$ cat src/rtl/uart_tx_sched.sv
// ---------------------------------------------------------------------------
// uart_tx_sched
//
// Shares one UART transmitter among NREQ byte producers. A round-robin
// arbiter accepts bytes into a small circular FIFO; a pacing FSM pops the
// FIFO and pulses the transmitter's write strobe no more often than once per
// frame. The transmitter has no busy output, so this block owns all frame
// timing: strobes are spaced by FRAME_CYC = 11 * (FREQ / BAUD) cycles.
//
// Ports
//   clk_i         in   1          clock
//   rst_i         in   1          asynchronous active-high reset
//   req_valid_i   in   NREQ       requester i has a byte
//   req_data_i    in   8*NREQ     byte of requester i at [8i+7:8i]
//   req_ready_o   out  NREQ       one-hot grant; transfer on valid & ready
//   uart_write_o  out  1          one-cycle write strobe to the transmitter
//   uart_val_o    out  8          byte to the transmitter, held between strobes
//   busy_o        out  1          FIFO non-empty or a frame still in progress
//   fifo_count_o  out  AW+1       current FIFO occupancy
// ---------------------------------------------------------------------------
module uart_tx_sched #(
  parameter int FREQ  = 27000000,
  parameter int BAUD  = 115200,
  parameter int NREQ  = 4,
  parameter int DEPTH = 8
) (
  input  logic                     clk_i,
  input  logic                     rst_i,
  input  logic [NREQ-1:0]          req_valid_i,
  input  logic [8*NREQ-1:0]        req_data_i,
  output logic [NREQ-1:0]          req_ready_o,
  output logic                     uart_write_o,
  output logic [7:0]               uart_val_o,
  output logic                     busy_o,
  output logic [$clog2(DEPTH):0]   fifo_count_o
);

  localparam int BIT_CYC   = FREQ / BAUD;
  localparam int FRAME_CYC = 11 * BIT_CYC;
  localparam int CNT_W     = $clog2(FRAME_CYC) + 1;
  localparam int AW        = $clog2(DEPTH);
  localparam int PW        = (NREQ > 1) ? $clog2(NREQ) : 1;

  localparam logic [CNT_W-1:0] RELOAD   = CNT_W'(FRAME_CYC - 1);
  localparam logic [AW:0]      FULL_CNT = (AW + 1)'(DEPTH);
  localparam logic [PW:0]      NREQ_W   = (PW + 1)'(NREQ);

  typedef enum logic {
    S_IDLE = 1'b0,
    S_WAIT = 1'b1
  } state_t;

  // Registered state
  logic [PW-1:0]     ptr_q;
  logic [AW-1:0]     wr_q;
  logic [AW-1:0]     rd_q;
  logic [AW:0]       count_q;
  logic [7:0]        mem_q [DEPTH];
  state_t            state_q;
  logic [CNT_W-1:0]  cnt_q;
  logic              uart_write_q;
  logic [7:0]        uart_val_q;
  logic              busy_q;

  // Next-state / combinational
  logic [PW-1:0]     ptr_d;
  logic [AW:0]       count_d;
  logic              full;
  logic              push;
  logic              pop;
  logic              wait_d;
  logic [7:0]        push_byte;

  // Arbiter signals
  logic [2*NREQ-1:0] dbl_valid;
  logic [NREQ-1:0]   rot_valid;
  logic              found;
  logic [PW:0]       offset;
  logic [PW:0]       idx_sum;
  logic [PW-1:0]     grant_idx;
  logic [NREQ-1:0]   grant_oh;
  logic [PW:0]       ptr_inc;

  // ---------------------------------------------------------------------
  // Round-robin arbiter. Rotating the doubled valid vector by ptr puts the
  // highest-priority requester at bit 0, so the first set bit is the winner
  // at that offset from ptr.
  // ---------------------------------------------------------------------
  assign full      = (count_q == FULL_CNT);
  assign dbl_valid = {req_valid_i, req_valid_i};
  assign rot_valid = dbl_valid[ptr_q +: NREQ];

  always_comb begin
    found  = 1'b0;
    offset = '0;
    for (int k = 0; k < NREQ; k++) begin
      if (!found && rot_valid[k]) begin
        found  = 1'b1;
        offset = (PW + 1)'(k);
      end
    end
  end

  always_comb begin
    idx_sum = {1'b0, ptr_q} + offset;
    if (idx_sum >= NREQ_W) begin
      idx_sum = idx_sum - NREQ_W;
    end
    grant_idx = PW'(idx_sum);
  end

  always_comb begin
    grant_oh = '0;
    for (int i = 0; i < NREQ; i++) begin
      grant_oh[i] = found && (grant_idx == PW'(i));
    end
  end

  // Grants are withheld while full (registered count) and while in reset so
  // nothing can slip in during an asynchronous reset.
  assign req_ready_o = (full || rst_i) ? '0 : grant_oh;
  assign push        = |(req_valid_i & req_ready_o);

  always_comb begin
    push_byte = 8'h00;
    for (int i = 0; i < NREQ; i++) begin
      if (grant_idx == PW'(i)) begin
        push_byte = req_data_i[8*i +: 8];
      end
    end
  end

  always_comb begin
    ptr_inc = {1'b0, grant_idx} + (PW + 1)'(1);
    ptr_d   = ptr_q;
    if (push) begin
      ptr_d = (ptr_inc == NREQ_W) ? '0 : PW'(ptr_inc);
    end
  end

  // ---------------------------------------------------------------------
  // Pop decision: an idle FSM pops as soon as the FIFO holds a byte; a
  // waiting FSM pops only when its frame counter has reached zero.
  // ---------------------------------------------------------------------
  assign pop = (count_q != '0) && ((state_q == S_IDLE) || (cnt_q == '0));

  // Frame still in progress after this edge (feeds the registered busy).
  assign wait_d = pop || ((state_q == S_WAIT) && (cnt_q != '0));

  always_comb begin
    count_d = count_q;
    unique case ({push, pop})
      2'b10:   count_d = count_q + (AW + 1)'(1);
      2'b01:   count_d = count_q - (AW + 1)'(1);
      default: count_d = count_q;
    endcase
  end

  // ---------------------------------------------------------------------
  // FIFO pointers and occupancy. Pointers are AW bits wide and wrap
  // naturally because DEPTH is a power of two.
  // ---------------------------------------------------------------------
  always_ff @(posedge clk_i or posedge rst_i) begin
    if (rst_i) begin
      ptr_q   <= '0;
      wr_q    <= '0;
      rd_q    <= '0;
      count_q <= '0;
    end else begin
      ptr_q   <= ptr_d;
      count_q <= count_d;
      if (push) begin
        wr_q <= wr_q + AW'(1);
      end
      if (pop) begin
        rd_q <= rd_q + AW'(1);
      end
    end
  end

  // Storage needs no reset; occupancy alone decides what is valid.
  always_ff @(posedge clk_i) begin
    if (push) begin
      mem_q[wr_q] <= push_byte;
    end
  end

  // ---------------------------------------------------------------------
  // Pacing FSM with registered transmitter outputs.
  // ---------------------------------------------------------------------
  always_ff @(posedge clk_i or posedge rst_i) begin
    if (rst_i) begin
      state_q      <= S_IDLE;
      cnt_q        <= '0;
      uart_write_q <= 1'b0;
      uart_val_q   <= 8'h00;
      busy_q       <= 1'b0;
    end else begin
      uart_write_q <= pop;
      busy_q       <= (count_d != '0) || wait_d;
      unique case (state_q)
        S_IDLE: begin
          if (pop) begin
            uart_val_q <= mem_q[rd_q];
            cnt_q      <= RELOAD;
            state_q    <= S_WAIT;
          end
        end
        S_WAIT: begin
          if (pop) begin
            // Back-to-back frame: reload and stay in WAIT.
            uart_val_q <= mem_q[rd_q];
            cnt_q      <= RELOAD;
          end else if (cnt_q == '0) begin
            state_q <= S_IDLE;
          end else begin
            cnt_q <= cnt_q - CNT_W'(1);
          end
        end
        default: state_q <= S_IDLE;
      endcase
    end
  end

  assign uart_write_o = uart_write_q;
  assign uart_val_o   = uart_val_q;
  assign busy_o       = busy_q;
  assign fifo_count_o = count_q;

endmodule

$ cat config.mk
export PLATFORM = sky130hd
export DESIGN_NAME = uart_tx_sched
export DESIGN_NICKNAME = d
export VERILOG_FILES = /design/src/rtl/uart_tx_sched.sv
export SDC_FILE = /design/constraint.sdc
export NUM_CORES = 1
export LEC_CHECK = 0
export BUFFER_PORTS_ARGS = -buffer_cell sky130_fd_sc_hd__clkbuf_2
export CORE_MARGIN = 4
export CORE_UTILIZATION = 50
export CTS_CLUSTER_DIAMETER = 100
export DETAILED_ROUTE_END_ITERATION = 7
export PLACE_DENSITY = 0.72
export SLEW_MARGIN = 10
export SYNTH_ARGS = -nofsm -noshare
export SYNTH_HDL_FRONTEND = slang
export SYNTH_SLANG_ARGS = --single-unit
$ cat constraint.sdc
create_clock -name clk_i -period 4.15 [get_ports clk_i]
set_input_delay 0.415 -clock clk_i [delete_from_list [all_inputs] [get_ports clk_i]]
set_output_delay 0.415 -clock clk_i [all_outputs]
set_load 0.01 [all_outputs]
==> metrics.yaml, run 1 <==
status:
  status: "complete, no violations"
power:
  swShare: 0.371
  p_seq_frac: 0.456
  p_comb_frac: 0.397
  p_int_mw: 2.50
  pwr_density_cell_nw_per_um2: 751
  ir_worst_vdd_mv: 0.724
  power_switching_mw: 1.47
  p_leak_nw: 2.07
  clockPowerShare: 0.146
synthesis:
  synthSimpleGateAreaFrac: 0.105
  synth_seq_cells: 100
  synthArstFlopShare: 0.360
  synthCells: 356
  synthAdderAreaFrac: 0.0339
  synth_nets: 406
  ys.flop_type: "edfxtp_1"
  synthDistinctLibCells: 47
  synth_compound_area_frac: 0.0942
  synth_edf_count: 64
  ys_warn_count: 0
  yosysSeqAreaShare: 0.607
  yosys-mux-area-fraction: 0.104
  postSynthAreaPerCell_um2: 13.1
  syn-cell-area_um2: 4650
  synthXorXnorAreaFrac: 0.0264
  synth_top_family_by_area: "simple AND/OR/NAND/NOR gates"
timing:
  worstMarginPinSlew_ns: 1.05
  max_slew_margin: 0.297
  min_period_ns: 3.79
  fin_worst_skew_ns: 0.0153
  rsz0062_at_grt: "no"
  min_period_over_period: 0.914
  final-setup-viol-count: 0
  timing.setup.tns_ns: 0
  drv_slew: 0
  final_hold_viol_count: 0
  timing.hold.ws_ns: 0.143
  max_freq_ghz: 0.264
placed_design:
  port_buffers: 55
  hpwl_um: 6060
  place.gp.congestion: 0.754
  placed_area_um2: 5100
  placedCellCount: 515
clock_network:
  cts_resized: 0
  root_buffer: "clkbuf_8"
  numCtsBuffers: 9
  cts_tree: "yes"
  worst_skew_pair.late_latency_ns: 0.36
  clk_path_buf_depth: 2
  clk_pin_slew_ns: 0.10
  hold_buffers: 0
  cts_setup_buffers: 0
  htreeDepth: 3
  clock_sinks: 100
grt:
  grt_overflow: 0
  grt_pass1_vias: 2975
  gr-usage-all-layers: 0.163
  grt_max_degree: 37
  antenna_found_initial: 0
  grt_pass1_wl_um: 14300
cells_and_area:
  antenna_cells: 0
  design_area_um2: 5290
  num-fill-cells: 696
  layoutNonFillerInstCount: 531
  ff_latch_area_um2: 2820
  drive_above_1_share: 0.274
  fin_nets: 468
  multiInputGateArea_um2: 1690
  area_growth_syn_to_layout_pct: 13.7
worst_setup_path:
  slowest_stage: "or4_4"
  crit_buf_inv: 1
  crit_path_frequent_cell: "ha_1"
  crit_chain: "nor4_1, a21oi_1, o211ai_1, ha_1, xor2_1, xnor2_1, ha_1, a22oi_1, nand2_1, nand2_1, ha_1, inv_1, fa_1, xor2_1, o21ai_0, or4_4"
  max_stage_delay_ns: 0.52
  cp.arrival_ns: 4.02
  required_ns: 4.38
  crit_family: "simple AND/OR/NAND/NOR gates"
  endpoint_kind: "register"
  critPathLaunchType: "register"
  path_max_fanout: 12
  path_class: "reg -> reg"
drt:
  drt_iter0_drc: 114
  dr.pass1.iters: 4
  vias_per_cell: 5.52
  wire_per_inst_um: 15.8
  wirelength_um: 8410
  remaining_drc_errors: 0
  via_count: 2932
  ant_nets: 0
floorplan:
  die_h_um: 104
  start_util: 0.523
  fp.coreArea_um2: 8890
  die-area_um2: 10900
  rows: 34
  io_pins: 56
  fp.dieW_um: 104
run:
  drv_cap: 0
worst_hold_path:
  hold_path_class: "in -> async"
tightest hold or removal path: cells and delay by family:
family / cells / cell delay [ns]
buffers and inverters: 3 / 0.52
sequential cells by signal, summed over array words and instances (netlist names):
name / cells
busy_o: 1
cnt_q: 13
fifo_count_o: 4
mem_q: 64
ptr_q: 2
rd_q: 3
state_q: 1
uart_val_o: 8
uart_write_o: 1
wr_q: 3
metrics by stage:
step | total power [mW] | utilization | setup slack, ns
2_1_floorplan | 2.88 | - | 0.251
3_3_place_gp | 3.34 | 0.574 | 0.438
3_5_place_dp | 3.43 | 0.574 | 0.301
4_1_cts | 4.01 | 0.595 | 0.358
5_1_grt | 4.28 | 0.595 | 0.0399
6_report | 3.97 | 0.595 | 0.357
path summary, 6_finish.rpt:
path                                from              end  slack (ns)  cells past startpoint
worst min-delay path               rst_i  fifo_count_o[2]        0.14                      3
worst max-delay path            ptr_q[0]           busy_o        0.36                     16
min in group clk_i                 rst_i          wr_q[2]        0.48                      4
worst min register to register  cnt_q[9]         cnt_q[9]        0.49                      1
worst max register to register  ptr_q[0]           busy_o        0.36                     16
max in group asynchronous          rst_i    uart_val_o[1]        3.68                      3
layout by cell type, fill, tap and decap left out, types with 3 or more instances in the layout:
cell type and instances:
nand3_1 4, nand2b_1 3, a22oi_1 9, dfrtp_1 36, mux4_2 16, nor4_1 6, nor3b_1 4, xnor2_1 9
a31oi_1 3, inv_1 7, nor2_1 36, a21oi_1 30, inv_8 3, o21ai_0 17, ha_1 11, xor2_1 5
buf_4 19, mux2i_1 9, clkbuf_2 55, mux2_2 3, nor3_1 11, clkbuf_8 9, edfxtp_1 64, nand2_1 20
and2_1 4
cell families (layout without fill, tap and decap cells):
logic type               after synthesis  count (layout)
AND/OR/NAND/NOR                      100             100
buffers and inverters                 31              98
flip-flops                           100             100
AO/OA/AOI/OAI                         71              71
multiplexers                          28              28
XOR/XNOR                              14              14
adder cells (fa/ha/maj)               12              12
cells in the mapped netlist, types with 2 or more instances:
library cell	n	area, um^2
nor3_1	11	55.1
or4_4	2	22.5
a22oi_1	9	67.6
xnor2_1	9	78.8
mux2_2	3	33.8
a31oi_1	3	18.8
or3_1	2	12.5
nand2b_1	3	18.8
nor2_1	36	135
buf_1	6	22.5
o41ai_1	2	17.5
mux4_2	16	360
mux2i_1	9	90.1
nor4_1	6	37.5
edfxtp_1	64	1920
nand2_1	20	75.1
nor3b_1	4	30.0
a21oi_1	30	150
dfrtp_1	36	901
and2_1	4	25.0
or2_2	2	12.5
buf_2	2	10.0
ha_1	11	138
nand3_1	4	20.0
inv_1	7	26.3
buf_6	2	22.5
clkbuf_1	13	48.8
xor2_1	5	43.8
o21ai_0	17	85.1
layout make-up:
cell class / count / share of cell area
Clock buffer: 9 / 0.0234
Clock inverter: 7 / 0.0123
Inverter: 8 / 0.00615
Multi-Input combinational cell: 225 / 0.320
Sequential cell: 100 / 0.534
Tap cell: 108 / 0.0256
Timing Repair Buffer: 74 / 0.0790
per-layer routing:
metal	vias to the layer above	wire, um	track usage
met5	-	0	0
met4	0	85	0.0456
met3	5	485	0.0348
met2	83	4050	0.271
met1	1396	3790	0.215
li1	1448	-	-
power groups by stage:
stage                     combinational (mW)  sequential [mW]  clock [mW]
after floorplan                         1.13             1.75           0
after global placement                  1.52             1.82           0
after detailed placement                1.60             1.84           0
after CTS                               1.60             1.82       0.597
after global routing                    1.79             1.86       0.636
final                                   1.58             1.81       0.582
Power figures use the tool's default switching activity.
==> inputs of run 2 (changes only) <==
--- a/config.mk
+++ b/config.mk
@@ -6,6 +6,7 @@
 export NUM_CORES = 1
 export LEC_CHECK = 0
 export BUFFER_PORTS_ARGS = -buffer_cell sky130_fd_sc_hd__clkbuf_2
+export CORE_ASPECT_RATIO = 1.5
 export CORE_MARGIN = 4
 export CORE_UTILIZATION = 50
 export CTS_CLUSTER_DIAMETER = 100
==> constraint.sdc (replaced) <==
create_clock -name clk_i -period 4.15 [get_ports clk_i]
set_input_delay 0.83 -clock clk_i [delete_from_list [all_inputs] [get_ports clk_i]]
set_output_delay 0.83 -clock clk_i [all_outputs]
set_load 0.01 [all_outputs]
==> run 2 against run 1 <==
Clock-buffer cell count stayed put. Cell count is 1.9% higher. Total power is 8.3% higher. Combinational power is 6% higher. Sequential share of layout area is 1.8 points lower. Clock skew is 0.0056 ns lower. Non-clock buffer count is 8 higher. Setup slack worse by 0.14 ns. Global-route usage is 1.9 points higher. Register-to-register slack better by 0.03 ns. Hold slack better by 0.34 ns. Critical path type is now in -> reg. Largest power group unchanged. Highest routed layer unchanged.
==> metrics.yaml, run 2 (synthesized netlist as in run 1, its figures left out) <==
worst_hold_path:
  hold_path_depth: 1
  hold-path-endpoint: "cnt_q[9]"
  hold_path_class: "reg -> reg"
  hold_start: "cnt_q[9]"
floorplan:
  die-area_um2: 10900  # +0.29%
  fp.dieW_um: 86.7  # -17%
  die_h_um: 126  # +21%
  fp.coreArea_um2: 8930  # +0.48%
  io_pins: 56  # unchanged
  start_util: 0.521  # -0.00249
  rows: 42  # +24%
placed_design:
  port_buffers: 55  # unchanged
  placedCellCount: 525  # +1.9%
  place.gp.congestion: 0.792  # +5.0%
  hpwl_um: 6220  # +2.7%
clock_network:
  worst_skew_pair.late_latency_ns: 0.34  # -0.02 ns
  cts_tree: "yes"
  htreeDepth: 3  # unchanged
  clock_sinks: 100  # unchanged
  root_buffer: "clkbuf_16"
  clk_pin_slew_ns: 0.07  # -0.03 ns
  numCtsBuffers: 9  # unchanged
  clk_path_buf_depth: 2  # unchanged
worst_setup_path:
  timing.rr.end: "busy_o"
  r2r-start: "ptr_q[0]"
  path_class: "in -> reg"
  cp.arrival_ns: 4.14  # +0.12 ns
  rrSetupSlack_ns: 0.39  # +0.03 ns
  path_max_fanout: 8  # -4
  endpoint_kind: "register"
  critPathLaunchType: "primary input"
  r2r.worst_path.cells: 16  # unchanged
  required_ns: 4.36  # -0.02 ns
cells_and_area:
  antenna_cells: 0  # unchanged
  layoutNonFillerInstCount: 541  # +1.9%
  num-fill-cells: 722  # +3.7%
  ff_latch_area_um2: 2820  # unchanged
  fin_nets: 476  # +1.7%
  area_growth_syn_to_layout_pct: 17.8
  utilization: 0.613  # +0.0183
  final_cell_mix: "edfxtp_1, clkbuf_2, dfrtp_1"
  largest_reg_flops: 64  # unchanged
  multiInputGateArea_um2: 1710  # +1.0%
  drive_above_1_share: 0.299  # +0.0251
  largest-register: "mem_q"
  final_common_cell: "edfxtp_1"
timing:
  rsz0062_at_grt: "no"
  drv_slew: 0  # unchanged
  max_freq_ghz: 0.254  # -3.6%
  worstMarginPinSlew_ns: 1.09  # +0.0322 ns
  min_period_ns: 3.93  # +0.140 ns
  max_slew_margin: 0.276  # -0.0215
  min_period_over_period: 0.948  # +0.0337
  final-setup-viol-count: 0  # unchanged
  final_hold_viol_count: 0  # unchanged
  fin_worst_skew_ns: 0.00971  # -0.00563 ns
power:
  power_switching_mw: 1.53  # +3.9%
  clockPowerShare: 0.189  # +0.043
  p_seq_frac: 0.421  # -0.035
  swShare: 0.355  # -0.0152
  p_int_mw: 2.77  # +11%
  p_leak_nw: 2.16  # +4.2%
  p_comb_frac: 0.390  # -0.007
  total_power_mw: 4.30  # +8.3%
  pwr_density_cell_nw_per_um2: 786  # +4.6%
  ir_worst_vdd_mv: 0.745  # +2.9%
drt:
  drt_iter0_drc: 205  # +80%
  wirelength_um: 8900  # +5.9%
  wire_per_inst_um: 16.5  # +3.9%
  vias_per_cell: 5.58  # +1.1%
  dr.pass1.iters: 4  # unchanged
  via_count: 3021  # +3.0%
  ant_nets: 0  # unchanged
  remaining_drc_errors: 0  # unchanged
grt:
  grt_pass1_wl_um: 15300  # +6.9%
  grt_pass1_vias: 3078  # +3.5%
  gr-usage-all-layers: 0.181  # +0.0188
  antenna_found_initial: 0  # unchanged
  grt_max_degree: 25  # -32%
  busiest_layer: "met2"
  use_met3: 0.0392  # +0.00445
  grt.met1_usage: 0.233  # +0.0175
  grt_overflow: 0  # unchanged
  grtUsageMet2: 0.301  # +0.0295
run:
  drv_cap: 0  # unchanged
status:
  status: "complete, no violations"
[run 2: changes by cell type in the layout (fill, tap and decap cells not counted), moves of 2 or more]
cell       previous run  this run
clkbuf_16             0         9
nor2_2                0         2
nor2_1               36        34
buf_4                19        27
clkbuf_8              9         0
inv_8                 3         5
[run 2: area by class of cell]
class / count / share of cell area
Clock buffer: 9 / 0.0411
Multi-Input combinational cell: 225 / 0.312
Timing Repair Buffer: 82 / 0.0873
Sequential cell: 100 / 0.515
Clock inverter: 7 / 0.0132
Inverter: 8 / 0.00594
Tap cell: 110 / 0.0251
[run 2: metal layers]
layer	wire length (um)	up-vias
met3	420	7
met2	4640	79
met4	114	0
li1	-	1468
met1	3720	1467
met5	0	-
[run 2: worst max-delay path by stage]
stage,from,endpoint,slack [ns],cells after the start
global route,req_valid_i[3],busy_o,0.07,18
CTS,req_valid_i[0],busy_o,0.26,18
finish,req_valid_i[0],busy_o,0.22,18
floorplan,req_valid_i[1],busy_o,0.005,19
global placement,req_valid_i[0],busy_o,0.09,17
detailed placement,req_valid_i[0],busy_o,-0.09,18
[run 2: power by group through the flow]
stage	clock network, mW	logic (mW)	registers (mW)
2_1_floorplan	0	1.14	1.75
3_3_place_gp	0	1.62	1.82
3_5_place_dp	0	1.68	1.83
4_1_cts	0.834	1.69	1.82
5_1_grt	0.881	1.91	1.85
6_report	0.813	1.68	1.81
[run 2: timing repair]
action / 4_1_cts / 5_1_grt
gates resized for setup: 0 / 2
hold buffers: 0 / 0
endpoints found under the hold margin: 0 / 0
endpoints found under the setup margin: 0 / 1
buffers inserted: 0 / 0
[run 2: worst max-delay path, stage by stage]
cell and delay (ns):
clkbuf_2 0.15, nor2_2 0.16, nor3_1 0.06, a21oi_1 0.18, o211ai_1 0.11, ha_1 0.22, xor2_2 0.17, xor2_1 0.20
ha_1 0.23, a22oi_1 0.20, nand2_1 0.13, nand2_2 0.10, ha_2 0.19, inv_1 0.08, fa_1 0.38, xor2_1 0.13
o21ai_0 0.12, or4_4 0.52
[run 2: metrics by stage]
step | instance area, um^2 | setup slack [ns] | hold slack, ns | TNS, ns
2_1_floorplan | 4660 | 0.00522 | 0.451 | 0
3_3_place_gp | 5170 | 0.0947 | 0.471 | 0
3_5_place_dp | 5170 | -0.0946 | 0.478 | -0.0946
4_1_cts | 5470 | 0.261 | 0.493 | 0
5_1_grt | 5480 | 0.0670 | 0.506 | 0
6_report | 5480 | 0.218 | 0.488 | 0
